--- config.mk ---
export PLATFORM = sky130hd
export DESIGN_NAME = counter_display_driver
export DESIGN_NICKNAME = d
export VERILOG_FILES = /design/src/rtl/counter_display_driver.sv
export SDC_FILE = /design/constraint.sdc
export NUM_CORES = 1
export LEC_CHECK = 0
export ABC_AREA = 0
export CORE_MARGIN = 2
export CORE_UTILIZATION = 53
export DETAILED_ROUTE_END_ITERATION = 10
export GPL_ROUTABILITY_DRIVEN = 0
export PLACE_DENSITY = 0.87
export SLEW_MARGIN = 40
export SYNTH_ARGS = -nofsm -noshare
export SYNTH_HDL_FRONTEND = slang
export SYNTH_SLANG_ARGS = --single-unit
--- constraint.sdc ---
create_clock -name clock_i -period 2.7 [get_ports clock_i]
set_clock_uncertainty 0.1 [all_clocks]
set_input_delay 0.405 -clock clock_i [delete_from_list [all_inputs] [get_ports clock_i]]
set_output_delay 0.405 -clock clock_i [all_outputs]
set_load 0.02 [all_outputs]
--- src/rtl/counter_display_driver.sv ---
`default_nettype none
// ============================================================================
// Module : counter_display_driver
// Desc   : Serial binary-to-BCD converter feeding a multiplexed active-low
//          7-segment display with leading-zero blanking.
// Rev    : 1.0
// ============================================================================
module counter_display_driver #(
  parameter int N              = 4,
  parameter int DIGITS         = 4,
  parameter int REFRESH_CYCLES = 100000
) (
  input  logic              clock_i,
  input  logic              reset_i,
  input  logic [N-1:0]      value_in_i,
  input  logic              load_value_i,
  output logic              busy_o,
  output logic [DIGITS-1:0] anodes_o,
  output logic [6:0]        segments_o
);

  localparam int SW   = DIGITS * 4;
  localparam int CNTW = (N > 1) ? $clog2(N) : 1;
  localparam int RW   = (REFRESH_CYCLES > 1) ? $clog2(REFRESH_CYCLES) : 1;
  localparam int DW   = (DIGITS > 1) ? $clog2(DIGITS) : 1;
  localparam logic [6:0] SEG_BLANK = 7'b1111111;

  typedef enum logic [0:0] {
    ST_IDLE  = 1'b0,
    ST_SHIFT = 1'b1
  } state_t;

  state_t            state_q, state_d;
  logic [N-1:0]      shift_q, shift_d;
  logic [SW-1:0]     scratch_q, scratch_d;
  logic [CNTW-1:0]   bitcnt_q, bitcnt_d;
  logic [SW-1:0]     disp_q, disp_d;
  logic [RW-1:0]     refresh_q, refresh_d;
  logic [DW-1:0]     digit_q, digit_d;
  logic [DIGITS-1:0] anodes_q, anodes_d;
  logic [6:0]        segments_q, segments_d;

  logic [SW-1:0]     w_adj;
  logic [SW+N-1:0]   w_cat;
  logic [DIGITS-1:0] w_upper_zero;
  logic [3:0]        w_nib;
  logic              w_blank;

  function automatic logic [6:0] decode(input logic [3:0] nib);
    logic [6:0] seg;
    case (nib)
      4'd0:    seg = 7'b1000000;
      4'd1:    seg = 7'b1111001;
      4'd2:    seg = 7'b0100100;
      4'd3:    seg = 7'b0110000;
      4'd4:    seg = 7'b0011001;
      4'd5:    seg = 7'b0010010;
      4'd6:    seg = 7'b0000010;
      4'd7:    seg = 7'b1111000;
      4'd8:    seg = 7'b0000000;
      4'd9:    seg = 7'b0010000;
      default: seg = SEG_BLANK;
    endcase
    return seg;
  endfunction

  // Shift-add-3 step: correct nibbles >=5 before doubling so they carry as BCD.
  always_comb begin
    w_adj = scratch_q;
    for (int i = 0; i < DIGITS; i++) begin
      if (scratch_q[4*i +: 4] >= 4'd5) begin
        w_adj[4*i +: 4] = scratch_q[4*i +: 4] + 4'd3;
      end
    end
    w_cat = {w_adj, shift_q} << 1;
  end

  always_comb begin
    state_d   = state_q;
    shift_d   = shift_q;
    scratch_d = scratch_q;
    bitcnt_d  = bitcnt_q;
    disp_d    = disp_q;
    case (state_q)
      ST_IDLE: begin
        if (load_value_i) begin
          shift_d   = value_in_i;
          scratch_d = '0;
          bitcnt_d  = '0;
          state_d   = ST_SHIFT;
        end
      end
      ST_SHIFT: begin
        scratch_d = w_cat[SW+N-1:N];
        shift_d   = w_cat[N-1:0];
        bitcnt_d  = bitcnt_q + 1'b1;
        if (bitcnt_q == CNTW'(N - 1)) begin
          disp_d  = w_cat[SW+N-1:N];
          state_d = ST_IDLE;
        end
      end
      default: state_d = ST_IDLE;
    endcase
  end

  generate
    for (genvar g = 0; g < DIGITS; g++) begin : g_blank
      assign w_upper_zero[g] = ~|disp_q[SW-1:4*g];
    end
  endgenerate

  // Outputs are built from the next digit index so anodes and segments
  // switch together on the same edge as the index itself.
  always_comb begin
    refresh_d = (refresh_q == RW'(REFRESH_CYCLES - 1)) ? '0 : refresh_q + 1'b1;
    digit_d   = digit_q;
    if (refresh_q == RW'(REFRESH_CYCLES - 1)) begin
      digit_d = (digit_q == DW'(DIGITS - 1)) ? '0 : digit_q + 1'b1;
    end
    w_nib    = 4'd0;
    w_blank  = 1'b0;
    anodes_d = '1;
    for (int i = 0; i < DIGITS; i++) begin
      if (digit_d == DW'(i)) begin
        w_nib       = disp_q[4*i +: 4];
        w_blank     = (i != 0) && w_upper_zero[i];
        anodes_d[i] = 1'b0;
      end
    end
    segments_d = w_blank ? SEG_BLANK : decode(w_nib);
  end

  always_ff @(posedge clock_i) begin
    if (reset_i) begin
      state_q    <= ST_IDLE;
      shift_q    <= '0;
      scratch_q  <= '0;
      bitcnt_q   <= '0;
      disp_q     <= '0;
      refresh_q  <= '0;
      digit_q    <= '0;
      anodes_q   <= {{(DIGITS-1){1'b1}}, 1'b0};
      segments_q <= 7'b1000000;
    end else begin
      state_q    <= state_d;
      shift_q    <= shift_d;
      scratch_q  <= scratch_d;
      bitcnt_q   <= bitcnt_d;
      disp_q     <= disp_d;
      refresh_q  <= refresh_d;
      digit_q    <= digit_d;
      anodes_q   <= anodes_d;
      segments_q <= segments_d;
    end
  end

  assign busy_o     = (state_q == ST_SHIFT);
  assign anodes_o   = anodes_q;
  assign segments_o = segments_q;

endmodule
`default_nettype wire

==> impl_metrics.env, run 1 <==
export IMPL_drv_slew=0
export IMPL_hold_path_class="reg2reg"
export IMPL_slew_headroom_pct=53.8
export IMPL_failed_checks="setup timing"
export IMPL_synth_ff_type="dfxtp_1"
export IMPL_leakagePower_nw=1.61
export IMPL_h_tree_depth=3
export IMPL_synth_seq_cells=69
export IMPL_antenna_found_initial=0
export IMPL_final_cell_area_sq_um=4110
export IMPL_critPathLaunchType="flip-flop"
export IMPL_cpMaxStageDelayCell="nor4b_1"
export IMPL_status="finished, violations left"
export IMPL_max_vdd_ir_drop_uv=491
export IMPL_portBuffers=18
export IMPL_hold_ws_ps=354
export IMPL_ys_top_cells_by_area="dfxtp_1 42%, ha_1 6.1%, a21oi_1 6.0%"
export IMPL_yosys_cell_count_top_type="dfxtp_1"
export IMPL_row_count=28
export IMPL_dieWidth_um=82.6
export IMPL_finalCritPeriodShare_pct=107
export IMPL_initial_utilization_pct=55.0
export IMPL_post_drt_wl_per_cell_um=15.8
export IMPL_finalHoldViolCount=0
export IMPL_cpMostUsedCell="mux2_4"
export IMPL_dr_pass1_iters=4
export IMPL_worstSetupEndpointType="flip-flop"
export IMPL_rr_startpoint="refresh_q[8]"
export IMPL_io_pins=19
export IMPL_cts_root_buf="clkbuf_8"
export IMPL_vias=2785
export IMPL_async_reset_ff_share_pct=0
export IMPL_core_sq_um=5960
export IMPL_yosys_warnings=0
export IMPL_yosysSeqAreaShare_pct=42.2
export IMPL_final_cells=489
export IMPL_wl_mm=7.70
export IMPL_syn_area_per_cell_sq_um=8.93
export IMPL_synth_top_area_share_pct=42.2
export IMPL_final_antenna_net_count=0
export IMPL_p_per_area_nw_per_um2=521
export IMPL_cts_tree="built"
export IMPL_crit_type="reg2reg"
export IMPL_crit_arrival_ps=3050
export IMPL_dp_hpwl_mm=4.68
export IMPL_cts_buffers=9
export IMPL_startpoint="refresh_q[8]"
export IMPL_synth_area_leader_cell="dfxtp_1"
export IMPL_fill_cells=429
export IMPL_crit_path_max_fanout=5
export IMPL_synthesis_nets=390
export IMPL_hp_start="refresh_q[0]"
export IMPL_min_period_ps=2890
export IMPL_worst_slew_pin_slew_ps=686
export IMPL_fmax_ghz=0.346
export IMPL_netlist_area_sq_um=3280
export IMPL_viasPerCell=5.70
export IMPL_cp_cell_sequence="nor4b_1 -> and4_4 -> mux2i_4 -> buf_6 -> mux2i_1 -> mux2_4 -> ha_4 -> mux2_4 -> a221oi_2"
export IMPL_antenna_cells=0
export IMPL_ys_types=40
export IMPL_synth_edf_count=0
export IMPL_synthTopCellsByCount="69 x dfxtp_1, 45 x nor2_1, 39 x a21oi_1"
export IMPL_final_nets=432
export IMPL_grt_max_degree=36
export IMPL_worstPathRequired_ps=2860
export IMPL_die_y_um=82.6
export IMPL_placedCellCount=464
export IMPL_drive_gt1_share_pct=18.6
export IMPL_cts_path_max_buffers=2
export IMPL_worst_slack_ps=-188
export IMPL_max_stage_delay_ps=410
export IMPL_grt_overflow=0
export IMPL_grtUsageTotal_pct=21.7
export IMPL_placed_area_sq_um=3650
export IMPL_cap_violations=0
export IMPL_final_setup_viol_count=7
export IMPL_rsz0062_at_grt="true"
export IMPL_grt_pass1_vias=2514
export IMPL_finalPower_mw=2.14
export IMPL_syn_instance_count=367
export IMPL_grt_pass1_wl_mm=11.0
export IMPL_drc=0
export IMPL_die_area_sq_um=6830
export IMPL_clkLatencyLatePin_ps=360
export IMPL_clk_pin_slew_ps=90
export IMPL_syn_to_final_growth_pct=25.4
export IMPL_numClockSinks=69
export IMPL_drt_iter0_drc=167
==> cell usage in the layout, fill, tap and decap left out, drive strengths merged, types with 2 or more instances in the layout <==
master,synthesis,routed
a211oi,4,4
a21oi,39,39
a22o,8,8
and3,4,4
and4,2,2
buf,2,29
bufinv,0,3
clkbuf,14,10
clkdlybuf4s50,0,18
clkinv,0,2
dfxtp,69,69
ha,16,16
inv,16,16
mux2,4,4
mux2i,22,22
nand2,24,24
nand2b,5,5
nand3,11,11
nor2,45,45
nor3,12,12
nor3b,16,16
nor4,2,2
nor4bb,2,2
o21ai,19,19
or3,4,4
xnor2,7,7
xor2,10,10
==> worst paths after layout <==
| kind | end | slack, ps | cells after the start |
|---|---|---|---|
| setup / recovery | segments_o[4] | -190 | 9 |
| hold / removal | refresh_q[0] | 350 | 1 |
| setup reg to reg | segments_o[4] | -190 | 9 |
| hold reg to reg | refresh_q[0] | 350 | 1 |
==> critical path: cells and delay by family (launching register included) <==
| family | cells | cell delay (ps) |
|---|---|---|
| adder cells (fa/ha/maj) | 1 | 180 |
| buffers and inverters | 1 | 150 |
| AND/OR/NAND/NOR | 2 | 730 |
| multiplexers | 4 | 1040 |
| flip-flops | 1 | 330 |
| AO/OA/AOI/OAI | 1 | 240 |
==> stage by stage <==
step                      utilization (%)  setup WS (ps)  setup TNS (ps)
after detailed placement             61.3          -73.7            -170
after CTS                            66.1           2.71               0
after global placement               61.3           40.1               0
after global routing                 69.0           -312           -1570
after floorplan                         -           -150            -150
final                                69.0           -188            -801
==> sequential cells by signal, summed over array words and instances, names as in the netlist <==
| register | flops |
|---|---|
| anodes_o | 4 |
| bitcnt_q | 2 |
| busy_o | 1 |
| digit_q | 2 |
| disp_q | 16 |
| refresh_q | 17 |
| scratch_q | 16 |
| segments_o | 7 |
| shift_q | 4 |
==> final cells by class <==
class	count	area, sq um	area share, %
Multi-Input combinational cell	266	1910	46.4
Sequential cell	69	1390	33.9
Timing Repair Buffer	47	417	10.1
Clock buffer	10	128	3.11
Clock inverter	6	111	2.71
Tap cell	75	93.8	2.28
Inverter	16	60.1	1.46
==> layer usage <==
layer  vias to the layer above  wire, um  track usage (%)
met3                        26       359             7.39
li1                       1370         -                -
met1                      1309      3220             24.3
met4                         0       262             8.69
met2                        80      3860             37.6
met5                         -         0                0
==> cell families after synthesis <==
| kind of cell | count (synthesis) | synth area share, % |
|---|---|---|
| adders and majority gates | 16 | 6.11 |
| buffers and inverters | 32 | 4.12 |
| xor gates and xnor gates | 17 | 4.54 |
| muxes | 26 | 9.32 |
| and+or+nand+nor | 131 | 20.1 |
| AOI/OAI and AO/OA | 76 | 13.7 |
| DFF | 69 | 42.2 |
==> report_power, final <==
group / internal [mW] / switching [mW] / total (mW)
sequential: 1.03 / 0.0123 / 1.04
combinational: 0.0336 / 0.0500 / 0.0836
clock: 0.614 / 0.402 / 1.02
total: 1.67 / 0.464 / 2.14
==> timing repair <==
item	in CTS	in global routing
gates resized for setup	5	26
gates cloned	0	0
endpoints found under the hold margin	0	0
pin swaps	1	3
setup buffers	3	6
hold buffers	0	0
setup endpoints to repair	6	7
No activity file was read; power rests on OpenSTA's default activity.
==> run 2, diff against run 1 <==
--- a/config.mk
+++ b/config.mk
@@ -7,10 +7,11 @@
 export LEC_CHECK = 0
 export ABC_AREA = 0
 export CORE_MARGIN = 2
-export CORE_UTILIZATION = 53
+export CORE_UTILIZATION = 57
 export DETAILED_ROUTE_END_ITERATION = 10
+export DONT_BUFFER_PORTS = 1
 export GPL_ROUTABILITY_DRIVEN = 0
-export PLACE_DENSITY = 0.87
+export PLACE_DENSITY = 0.75
 export SLEW_MARGIN = 40
 export SYNTH_ARGS = -nofsm -noshare
 export SYNTH_HDL_FRONTEND = slang
==> impl_metrics.env, run 2 (synthesis gave the netlist of run 1 again) <==
export IMPL_cp_cell_sequence="ha_4 -> and4_4 -> and4_4 -> mux2i_4 -> buf_4 -> mux2i_1 -> mux2_4 -> mux2_4 -> a221oi_2"
export IMPL_rr_startpoint="refresh_q[1]"
export IMPL_drt_iter0_drc=91
export IMPL_row_count=27
export IMPL_cts_root_buf="clkbuf_8"
export IMPL_die_y_um=79.8
export IMPL_drv_slew=0
export IMPL_p_per_area_nw_per_um2=515
export IMPL_final_util_pct=69.5
export IMPL_drive_gt1_share_pct=19.5
export IMPL_viasPerCell=5.59
export IMPL_critPathLaunchType="flip-flop"
export IMPL_drc=0
export IMPL_grtUsageTotal_pct=22.1
export IMPL_cpMaxStageDelayCell="dfxtp_2"
export IMPL_final_cell_mix="67 x dfxtp_1, 45 x nor2_1, 38 x a21oi_1"
export IMPL_dr_pass1_iters=4
export IMPL_antenna_cells=0
export IMPL_final_nets=419
export IMPL_final_common_cell="dfxtp_1"
export IMPL_die_area_sq_um=6370
export IMPL_cap_violations=0
export IMPL_cp_top_family="multiplexers"
export IMPL_startpoint="refresh_q[1]"
export IMPL_hold_path_class="in2reg"
export IMPL_io_pins=19
export IMPL_crit_end="segments_o[4]"
export IMPL_rrSetupSlack_ps=60
export IMPL_antenna_found_initial=0
export IMPL_critPathBufInv=1
export IMPL_crit_type="reg2reg"
export IMPL_finalHoldViolCount=0
export IMPL_fmax_ghz=0.378
export IMPL_reg2regPathDepth=9
export IMPL_dp_hpwl_mm=4.68
export IMPL_max_vdd_ir_drop_uv=323
export IMPL_worstSetupEndpointType="flip-flop"
export IMPL_post_drt_wl_per_cell_um=14.2
export IMPL_clk_pin_slew_ps=70
export IMPL_syn_to_final_growth_pct=17.6
export IMPL_initial_utilization_pct=59.1
export IMPL_grt_overflow=0
export IMPL_numClockSinks=69
export IMPL_worstPathRequired_ps=2860
export IMPL_h_tree_depth=3
export IMPL_min_period_ps=2640
export IMPL_timing_setup_tns_ps=0
export IMPL_crit_path_max_fanout=3
export IMPL_worst_path_stages=9
export IMPL_max_stage_delay_ps=350
export IMPL_core_sq_um=5540
export IMPL_largest_registers="refresh_q x17, disp_q x16, scratch_q x16"
export IMPL_fill_cells=446
export IMPL_r2r_end="segments_o[4]"
export IMPL_crit_arrival_ps=2810
export IMPL_cts_buffers=9
export IMPL_cts_tree="built"
export IMPL_finalCritPeriodShare_pct=97.9
export IMPL_cts_hold_buf=0
export IMPL_grt_max_degree=37
export IMPL_cts_path_max_buffers=2
export IMPL_slew_headroom_pct=56.2
export IMPL_leakagePower_nw=1.53
export IMPL_vias=2646
export IMPL_final_setup_viol_count=0
export IMPL_top_register="refresh_q"
export IMPL_finalPower_mw=1.99
export IMPL_status="completed"
export IMPL_largest_register_ffs=17
export IMPL_dieWidth_um=79.8
export IMPL_grt_pass1_vias=2492
export IMPL_portBuffers=0
export IMPL_worst_slew_pin_slew_ps=656
export IMPL_wl_mm=6.71
export IMPL_clkLatencyLatePin_ps=340
export IMPL_final_antenna_net_count=0
export IMPL_grt_pass1_wl_mm=10.9
[run 2: timing repair]
action / 4_1_cts / 5_1_grt
setup endpoints to repair: 3 / 7
buffers inserted: 2 / 5
pin swaps: 1 / 5
gates cloned: 0 / 0
gates resized for setup: 2 / 11
[run 2: worst min-delay path by stage]
| stage | start | endpoint | depth (start not counted) |
|---|---|---|---|
| final | reset_i | segments_o[4] | 1 |
| after global routing | reset_i | segments_o[4] | 1 |
| after CTS | reset_i | scratch_q[11] | 1 |
| after detailed placement | disp_q[0] | disp_q[0] | 2 |
| after global placement | disp_q[0] | disp_q[0] | 2 |
| after floorplan | disp_q[3] | disp_q[3] | 2 |
[run 2: power by group]
part	switching [mW]	total [mW]	leakage, nW	internal, mW
Clock	0.378	0.880	0.106	0.501
Sequential	0.0113	1.04	0.558	1.03
Combinational	0.0370	0.0662	0.867	0.0292
Total	0.427	1.99	1.53	1.56
[run 2: cell type report]
cell class              instances  area, sq um  share of cell area (%)
multi-input cells             266         1840                    47.6
flip-flops and latches         69         1380                    35.9
repair buffers                 34          272                    7.05
clock buffers                  13          169                    4.38
well taps                      72         90.1                    2.34
inverters                      16         60.1                    1.56
clock inverters                 3         42.5                    1.10
[run 2: layer usage]
layer | global-route usage (%) | vias to the layer above | wire, um
met5 | 0 | - | 0
met4 | 11.4 | 0 | 116
met2 | 35.7 | 46 | 3260
li1 | - | 1340 | -
met3 | 5.09 | 10 | 265
met1 | 27.4 | 1250 | 3070
[run 2: per-stage QoR]
stage	std cells	setup slack, ps	cell area, sq um	hold slack [ps]
after floorplan	367	-150	3300	325
after detailed placement	450	-60.8	3520	364
final	473	55.4	3850	23.2
after CTS	468	18.3	3770	11.5
after global placement	450	1.65	3520	354
after global routing	473	-34.8	3850	10.6
